File: config.mk
export PLATFORM = sky130hd
export DESIGN_NAME = exe_stage
export DESIGN_NICKNAME = d
export VERILOG_FILES = /design/src/rtl/exe_stage.sv
export SDC_FILE = /design/constraint.sdc
export NUM_CORES = 1
export LEC_CHECK = 0
export BUFFER_PORTS_ARGS = -buffer_cell sky130_fd_sc_hd__buf_2
export CAP_MARGIN = 15
export CORE_UTILIZATION = 62
export DETAILED_ROUTE_END_ITERATION = 7
export PLACE_DENSITY = 0.82
export SYNTH_ARGS = -nofsm -noshare
export SYNTH_HDL_FRONTEND = slang
export SYNTH_SLANG_ARGS = --single-unit
export TNS_END_PERCENT = 30
File: constraint.sdc
create_clock -name clk -period 4.7 [get_ports clk]
set_input_delay 0.235 -clock clk [delete_from_list [all_inputs] [get_ports clk]]
set_output_delay 0.235 -clock clk [all_outputs]
set_load 0.02 [all_outputs]
File: src/rtl/exe_stage.sv
// Execute stage: single-cycle ALU plus a 32-step iterative unit for MUL, DIVU and REMU.
// Results and forwarded control fields are registered for the memory stage.
module exe_stage #(
    parameter int ITER_STEPS = 32
) (
    input  logic        clk,
    input  logic        rst,
    input  logic [3:0]  EXE_CMD,
    input  logic [31:0] val1,
    input  logic [31:0] val2,
    input  logic [31:0] ST_value,
    input  logic [4:0]  dest,
    input  logic        MEM_R_EN,
    input  logic        MEM_W_EN,
    input  logic [1:0]  WB_EN,
    output logic [31:0] alu_result,
    output logic [31:0] ST_value_out,
    output logic [4:0]  dest_out,
    output logic        MEM_R_EN_out,
    output logic        MEM_W_EN_out,
    output logic [1:0]  WB_EN_out,
    output logic        stall,
    output logic [5:0]  dbg_state
);

    localparam logic [3:0] CMD_ADD  = 4'b0000;
    localparam logic [3:0] CMD_SUB  = 4'b0001;
    localparam logic [3:0] CMD_AND  = 4'b0010;
    localparam logic [3:0] CMD_OR   = 4'b0011;
    localparam logic [3:0] CMD_NOR  = 4'b0100;
    localparam logic [3:0] CMD_XOR  = 4'b0101;
    localparam logic [3:0] CMD_SLL  = 4'b0110;
    localparam logic [3:0] CMD_SRA  = 4'b0111;
    localparam logic [3:0] CMD_SRL  = 4'b1000;
    localparam logic [3:0] CMD_SLT  = 4'b1001;
    localparam logic [3:0] CMD_MUL  = 4'b1010;
    localparam logic [3:0] CMD_DIVU = 4'b1011;
    localparam logic [3:0] CMD_REMU = 4'b1100;

    localparam logic [4:0] LAST_CNT = 5'(ITER_STEPS - 1);

    typedef enum logic {IDLE, BUSY} state_t;

    state_t      state;
    logic [4:0]  cnt;
    logic [3:0]  cmd_q;
    logic [31:0] acc_q;
    logic [31:0] op_a;
    logic [31:0] op_b;
    logic [31:0] st_q;
    logic [4:0]  dest_q;
    logic [1:0]  wb_q;
    logic        mr_q;
    logic        mw_q;

    logic        is_iter;
    logic [31:0] alu_comb;
    logic [31:0] mul_acc_next;
    logic [32:0] div_sh;
    logic [32:0] div_sub;
    logic        div_ge;
    logic [31:0] div_rem_next;
    logic [31:0] div_q_next;
    logic [31:0] iter_result;

    assign is_iter = (EXE_CMD == CMD_MUL) || (EXE_CMD == CMD_DIVU) || (EXE_CMD == CMD_REMU);

    // stall is the only flow control: while it is high the ID/EX register must hold,
    // and this stage ignores its inputs; the cycle stall drops, the presented op is consumed.
    assign stall = rst && (((state == IDLE) && is_iter) || ((state == BUSY) && (cnt != LAST_CNT)));

    assign dbg_state = {state == BUSY, cnt};

    always_comb begin
        alu_comb = '0;
        case (EXE_CMD)
            CMD_ADD: alu_comb = val1 + val2;
            CMD_SUB: alu_comb = val1 - val2;
            CMD_AND: alu_comb = val1 & val2;
            CMD_OR:  alu_comb = val1 | val2;
            CMD_NOR: alu_comb = ~(val1 | val2);
            CMD_XOR: alu_comb = val1 ^ val2;
            CMD_SLL: alu_comb = val1 << val2[4:0];
            CMD_SRA: alu_comb = $signed(val1) >>> val2[4:0];
            CMD_SRL: alu_comb = val1 >> val2[4:0];
            CMD_SLT: alu_comb = {31'b0, $signed(val1) < $signed(val2)};
            default: alu_comb = '0;
        endcase
    end

    // Shift-add multiply: acc accumulates op_a (shifted left) for each set bit of op_b.
    assign mul_acc_next = op_b[0] ? (acc_q + op_a) : acc_q;

    // Restoring division: acc holds the partial remainder, op_a shifts the dividend out
    // and the quotient in. A zero divisor always "fits", giving all-ones and rem = dividend.
    assign div_sh       = {acc_q, op_a[31]};
    assign div_sub      = div_sh - {1'b0, op_b};
    assign div_ge       = div_sh >= {1'b0, op_b};
    assign div_rem_next = div_ge ? div_sub[31:0] : div_sh[31:0];
    assign div_q_next   = {op_a[30:0], div_ge};

    always_comb begin
        iter_result = '0;
        case (cmd_q)
            CMD_MUL:  iter_result = mul_acc_next;
            CMD_DIVU: iter_result = div_q_next;
            CMD_REMU: iter_result = div_rem_next;
            default:  iter_result = '0;
        endcase
    end

    always_ff @(posedge clk) begin
        if (!rst) begin
            state        <= IDLE;
            cnt          <= '0;
            cmd_q        <= '0;
            acc_q        <= '0;
            op_a         <= '0;
            op_b         <= '0;
            st_q         <= '0;
            dest_q       <= '0;
            wb_q         <= '0;
            mr_q         <= 1'b0;
            mw_q         <= 1'b0;
            alu_result   <= '0;
            ST_value_out <= '0;
            dest_out     <= '0;
            MEM_R_EN_out <= 1'b0;
            MEM_W_EN_out <= 1'b0;
            WB_EN_out    <= '0;
        end else begin
            case (state)
                IDLE: begin
                    if (is_iter) begin
                        state        <= BUSY;
                        cnt          <= '0;
                        cmd_q        <= EXE_CMD;
                        acc_q        <= '0;
                        op_a         <= val1;
                        op_b         <= val2;
                        st_q         <= ST_value;
                        dest_q       <= dest;
                        wb_q         <= WB_EN;
                        mr_q         <= MEM_R_EN;
                        mw_q         <= MEM_W_EN;
                        alu_result   <= '0;
                        ST_value_out <= '0;
                        dest_out     <= '0;
                        MEM_R_EN_out <= 1'b0;
                        MEM_W_EN_out <= 1'b0;
                        WB_EN_out    <= '0;
                    end else begin
                        alu_result   <= alu_comb;
                        ST_value_out <= ST_value;
                        dest_out     <= dest;
                        MEM_R_EN_out <= MEM_R_EN;
                        MEM_W_EN_out <= MEM_W_EN;
                        WB_EN_out    <= WB_EN;
                    end
                end
                BUSY: begin
                    if (cmd_q == CMD_MUL) begin
                        acc_q <= mul_acc_next;
                        op_a  <= op_a << 1;
                        op_b  <= op_b >> 1;
                    end else begin
                        acc_q <= div_rem_next;
                        op_a  <= div_q_next;
                    end
                    if (cnt == LAST_CNT) begin
                        state        <= IDLE;
                        cnt          <= '0;
                        alu_result   <= iter_result;
                        ST_value_out <= st_q;
                        dest_out     <= dest_q;
                        MEM_R_EN_out <= mr_q;
                        MEM_W_EN_out <= mw_q;
                        WB_EN_out    <= wb_q;
                    end else begin
                        cnt          <= cnt + 5'd1;
                        alu_result   <= '0;
                        ST_value_out <= '0;
                        dest_out     <= '0;
                        MEM_R_EN_out <= 1'b0;
                        MEM_W_EN_out <= 1'b0;
                        WB_EN_out    <= '0;
                    end
                end
                default: begin
                    state <= IDLE;
                    cnt   <= '0;
                end
            endcase
        end
    end

endmodule
# Word level (Yosys, flattened, before mapping)
# Index checks and enable logic that the tools add are counted.
[word_totals] register_bits=220 latchBits=0 ramBits=0 mem_bits_ro=0 input_bits=111 wordCells=97 memories=0
[classes] n_addsub=5 n_mul=0 n_div=0 order_cmp=2 n_eq_ne=19 shift=3 muxes=37 bitwise=5 n_reduce_logical=9
[op_table] cell="$mux W32" count=11
[op_table] cell="$pmux W32 S10" count=1
[op_table] cell="$pmux W32 S2" count=5
[op_table] cell="$pmux W32 S3" count=1
[op_table] cell="$add A32 B32 Y32" count=2
[op_table] cell="$sub A32 B32 Y32" count=2
[op_table] cell="$ge A33 B32 Y1" count=1
[op_table] cell="$and A32 B32 Y32" count=1
[op_table] cell="$eq A4 B4 Y1 const B" count=8
[op_table] cell="$lt A32 B32 Y1" count=1
[op_table] cell="$not A32 Y32" count=1
[op_table] cell="$or A32 B32 Y32" count=1
[op_table] cell="$shl A32 B5 Y32" count=1
[op_table] cell="$shr A32 B5 Y32" count=1
[op_table] cell="$sshr A32 B5 Y32" count=1
[op_table] cell="$xor A32 B32 Y32" count=1
[op_table] cell="$mux W5" count=4
[op_table] cell="$pmux W5 S2" count=2
[op_table] cell="$eq A4 B3 Y1 const B" count=4
[op_table] cell="$eq A4 B2 Y1 const B" count=2
[op_table] cell="$mux W1" count=7
[op_table] cell="$pmux W1 S2" count=3
[op_table] cell="$add A5 B1 Y5 const B" count=1
[op_table] cell="$eq A5 B5 Y1 const B" count=1
[op_table] cell="11 further kinds" count=17

# Depth between registers and ports, before layout
[logic_depth] ltp_word=6 ltp_mapped=17 depth_no_buf=15

# Worst setup path before layout
# No wires, ideal clock.
[synth_path] path_type="input port to flip-flop" from="in val2[2]" to="reg alu_result[31]" arrival_time_ns=4.072 setup_slack_ns=0.506 stages=16 n_path_buf=3 path_cell_list="clkinv_1 buf_1 buf_1 clkbuf_1 ha_1 inv_1 a21oi_1 o31ai_1 a31oi_1 o211ai_1 a211oi_2 o31ai_2 a21oi_1 o31ai_1 mux2_2 a221o_1"
[synth_between] elab_chain_len=4
[synth_rtl] element="start, declared" line_no="10" source="input logic [31:0] val2,"
[synth_rtl] element="$sub A32 B32 Y32, or another cell as far along" line_no="78" source="CMD_SUB: alu_comb = val1 - val2;"
[synth_rtl] element="$pmux W32 S10 *" line_no="76" source="case (EXE_CMD)"
[synth_rtl] element="$mux W32 *" line_no="134" source="if (is_iter) begin"
[synth_rtl] element="$pmux W32 S2 *" line_no="132" source="case (state)"
[synth_rtl] element="end signal, assigned" line_no="153" source="alu_result <= alu_comb;"
[synth_rtl] element="end signal, assigned" line_no="173" source="alu_result <= iter_result;"
[synth_rtl] element="end, declared" line_no="16" source="output logic [31:0] alu_result,"
# Every way passes the cells marked *; elsewhere a longest branch is shown, timed or not.
# A chain may end at the register's enable or synchronous reset.

# Worst setup path after layout
[layout_path] from="reg acc_q[0]" to="reg alu_result[30]"
[layout_between] elab_chain_len=5
[layout_rtl] element="start, declared" line_no="47" source="logic [31:0] acc_q;"
[layout_rtl] element="start signal, assigned" line_no="163" source="acc_q <= mul_acc_next;"
[layout_rtl] element="start signal, assigned" line_no="167" source="acc_q <= div_rem_next;"
[layout_rtl] element="$sub A32 B32 Y32, or another cell as far along" line_no="97" source="assign div_sub = div_sh - {1'b0, op_b};"
[layout_rtl] element="$mux W32 (on tied branches)" line_no="99, 92"
[layout_rtl] element="$pmux W32 S3 *" line_no="104" source="case (cmd_q)"
[layout_rtl] element="$mux W32 *" line_no="170" source="if (cnt == LAST_CNT) begin"
[layout_rtl] element="$pmux W32 S2 *" line_no="132"
# Marked as above.

==> results.toml <==
[yosys]
synth_top_family_by_area = "compound AO/OA/AOI/OAI gates"
synthSimpleGateAreaFrac_pct = 19.6
synth_fa_ha_area_share_pct = 9.75
synth.distinct_cells = 89
synthMuxAreaShare_pct = 8.65
syn_nets = 3284
ys_ff_latch = 220
synth_edf_count = 0
syn_area_um2 = 22000
synth-xor-area-share_pct = 2.87
synth-seq-area-share_pct = 20.0
avgSynthCellArea_um2 = 7.32
yosysWarningCount = 0
synth_compound_area_share_pct = 32.4
dominantRegCellSynth = "dfxtp_1"
syn_inst = 3004
ys_async_sr_fraction_pct = 0

[clock_tree]
clock_path_buffers = 3
cts_root_buffer = "clkbuf_16"
cts_tree = "yes"
clk_pin_slew_ps = 60
htreeDepth = 1
insertion_delay_ps = 570
postCtsSetupBuffers = 0
cts_buffers = 24
clkSinkCount = 220

[timing]
max_freq_mhz = 245
period_share_pct = 86.9
max_slew_margin_pct = 30.0
hold_viol = 0
clock-skew-final_ps = 38.3
fin_setup_tns_ps = 0
slew_viol_final = 0
tightest_slew_ps = 1050
setup_violations = 0
rsz0062_at_grt = "no"
min_period_ps = 4080

[grt]
grt_overflow = 0
grt_pass1_vias = 23730
grt_max_degree = 116
grt_busiest_layer = "met2"
use_met2_pct = 73.7
grt_antenna_before_repair = 4
met3_usage_pct = 12.6
use_met1_pct = 62.7
track_usage_pct = 49.1
grt_pass1_wl_mm = 137

[routing]
drt-pass1-iter-count = 8
post_drt_wl_per_cell_um = 26.0
drt_iter0_drc = 3648
drtAntennaViolNets = 0
dr_total_vias = 25499
avgViaCountPerCell = 7.16
routed_wl_mm = 92.6
route.detailed.drc = 39

[run]
maxCapViolations = 0

[floorplan]
die_area_um2 = 36200
core_um2 = 34700
die_h_um = 190
start_util_pct = 63.4
rows = 68
ios = 191
dieWidth_um = 190

[placement]
place_congestion = 1.08
port_buffers = 190
post-dp-hpwl_mm = 65.7

[pwr]
p_total_mw = 6.25
combPwrFrac_pct = 35.8
switchingPower_mw = 2.43
sw_frac_of_total_pct = 38.9
power.density_nw_per_um2 = 257
intPower_mw = 3.82
p_leak_nw = 10.8
clockPowerShare_pct = 31.0
p_seq_share_pct = 33.2
vdd_drop_max_v = 0.000393

[worst_setup_path]
end_kind = "flop"
path_cells = "ha_1, fa_1, a21o_1, a21o_1, a31oi_1, o21ai_1, a31oi_1, o311ai_1, a211oi_1, a31oi_1, o21ai_0, o221ai_1, a311o_1"
cp.arrival_ps = 4500
critPathKind = "flop to flop"
crit_slowest_cell = "a31oi_1"
max_stage_delay_ps = 470
critPathMostFrequentCell = "a31oi_1"
required_ps = 5120
startpoint_type = "flop"
critPathMaxFanout = 6

[finish]
fillCellCount = 2824
layout-drive-gt1-share_pct = 12.0
nets = 3368
synthToLayoutAreaGrowth_pct = 10.3

[status]
violations = "design-rule violations"
outcome = "finished with violations"

[worst_hold_path]
hold_path.class = "primary input to flop"
[logic make-up after synthesis]
group	Yosys count
XOR/XNOR	72
buffers and inverters	375
AO/OA/AOI/OAI	1075
multiplexers	137
AND/OR/NAND/NOR	956
flip-flops	220
adder cells (fa/ha/maj)	169
[timing repair]
item,in CTS,in global routing
gates resized for setup,0,0
hold buffers,42,0
hold endpoints to repair,77,0
endpoints found under the setup margin,0,0
[metrics by stage]
step | hold slack [ps] | utilization, % | setup slack (ps) | cell area [µm²] | cells
after floorplan | 380 | - | 506 | 22000 | 3004
after global placement | 452 | 66.4 | 668 | 23000 | 3474
after detailed placement | 460 | 66.4 | 715 | 23000 | 3474
after CTS | 77.5 | 69.8 | 786 | 24200 | 3559
after global routing | 116 | 69.9 | 405 | 24300 | 3561
final | 109 | 69.9 | 618 | 24300 | 3561
[worst max-delay path, delay by kind of cell (launching register included)]
kind | cells | cell delay [ps]
adders and majority gates | 2 | 690
AOI/OAI and AO/OA | 11 | 2860
DFF | 1 | 380
[routing by layer]
layer / up-vias / wire length [µm]
met5: - / 13
met4: 2 / 6640
met3: 516 / 13300
met2: 2126 / 39000
met1: 11816 / 33700
li1: 11039 / -
[flip-flops by register name, indices dropped and copies added (netlist names), 2 cells and up]
name / cells
ST_value_out: 32
acc_q: 32
alu_result: 32
op_a: 32
op_b: 32
st_q: 32
cnt: 5
dest_out: 5
dest_q: 5
cmd_q: 4
WB_EN_out: 2
wb_q: 2
[Yosys cell counts (29+ instances only)]
cell type / count / area, µm²
nor3_1: 31 / 155
dfxtp_1: 220 / 4400
nand2_1: 386 / 1450
o22ai_1: 31 / 194
a21o_1: 49 / 368
a211oi_1: 34 / 255
xor2_1: 29 / 254
a21boi_0: 56 / 420
a22oi_1: 62 / 465
a221oi_1: 29 / 254
clkbuf_1: 169 / 634
mux2i_1: 82 / 821
inv_1: 148 / 556
o211ai_1: 47 / 353
xnor2_1: 43 / 377
ha_1: 165 / 2060
and2_1: 50 / 313
nor2_1: 263 / 987
o211a_1: 33 / 330
nor2b_1: 76 / 475
nand3_1: 47 / 235
a21oi_1: 274 / 1370
a31oi_1: 35 / 219
mux4_2: 41 / 923
o21bai_1: 30 / 225
o21ai_0: 218 / 1090
[cell type report]
cell class / instances / area, µm² / area share, %
Antenna cell: 1 / 2.50 / 0.0103
Timing Repair Buffer: 280 / 1770 / 7.31
Tap cell: 455 / 569 / 2.35
Clock buffer: 30 / 654 / 2.70
Clock inverter: 13 / 120 / 0.495
Multi-Input combinational cell: 2409 / 16200 / 66.6
Inverter: 153 / 574 / 2.37
Sequential cell: 220 / 4410 / 18.2
[placed cells by master (no fill, tap or decap), drive strengths merged, types with 33 or more instances in the layout]
master	count
and2	51
a22oi	62
nand2	386
ha	165
dfxtp	220
inv	154
o211a	33
a211oi	35
nor2b	76
mux4	41
nor2	263
nand3	47
o211ai	47
o21ai	228
a21boi	56
a31oi	36
dlygate4sd3	42
a21oi	275
xnor2	43
mux2i	82
buf	238
a21o	49
[power by group through the flow]
| stage | clock [mW] | combinational [mW] | sequential, mW |
|---|---|---|---|
| floorplan | 0 | 1.40 | 2.12 |
| global placement | 0 | 2.04 | 2.09 |
| detailed placement | 0 | 2.07 | 2.10 |
| CTS | 1.88 | 2.12 | 2.06 |
| global route | 1.99 | 2.36 | 2.07 |
| finish | 1.94 | 2.24 | 2.07 |
[worst paths after layout]
check                                             from                         to  slack, ps  cells past startpoint
worst max-delay path             acc_q[0]$_SDFFE_PN0P_  alu_result[30]$_SDFF_PN0_        620                     13
worst min-delay path                          val2[31]      op_b[31]$_SDFFE_PN0P_        110                      3
worst min register to register  dest_q[3]$_SDFFE_PN0P_     dest_q[3]$_SDFFE_PN0P_        470                      2
worst max register to register   acc_q[0]$_SDFFE_PN0P_  alu_result[30]$_SDFF_PN0_        620                     13
Note: power is estimated with default switching activity, not from simulation.
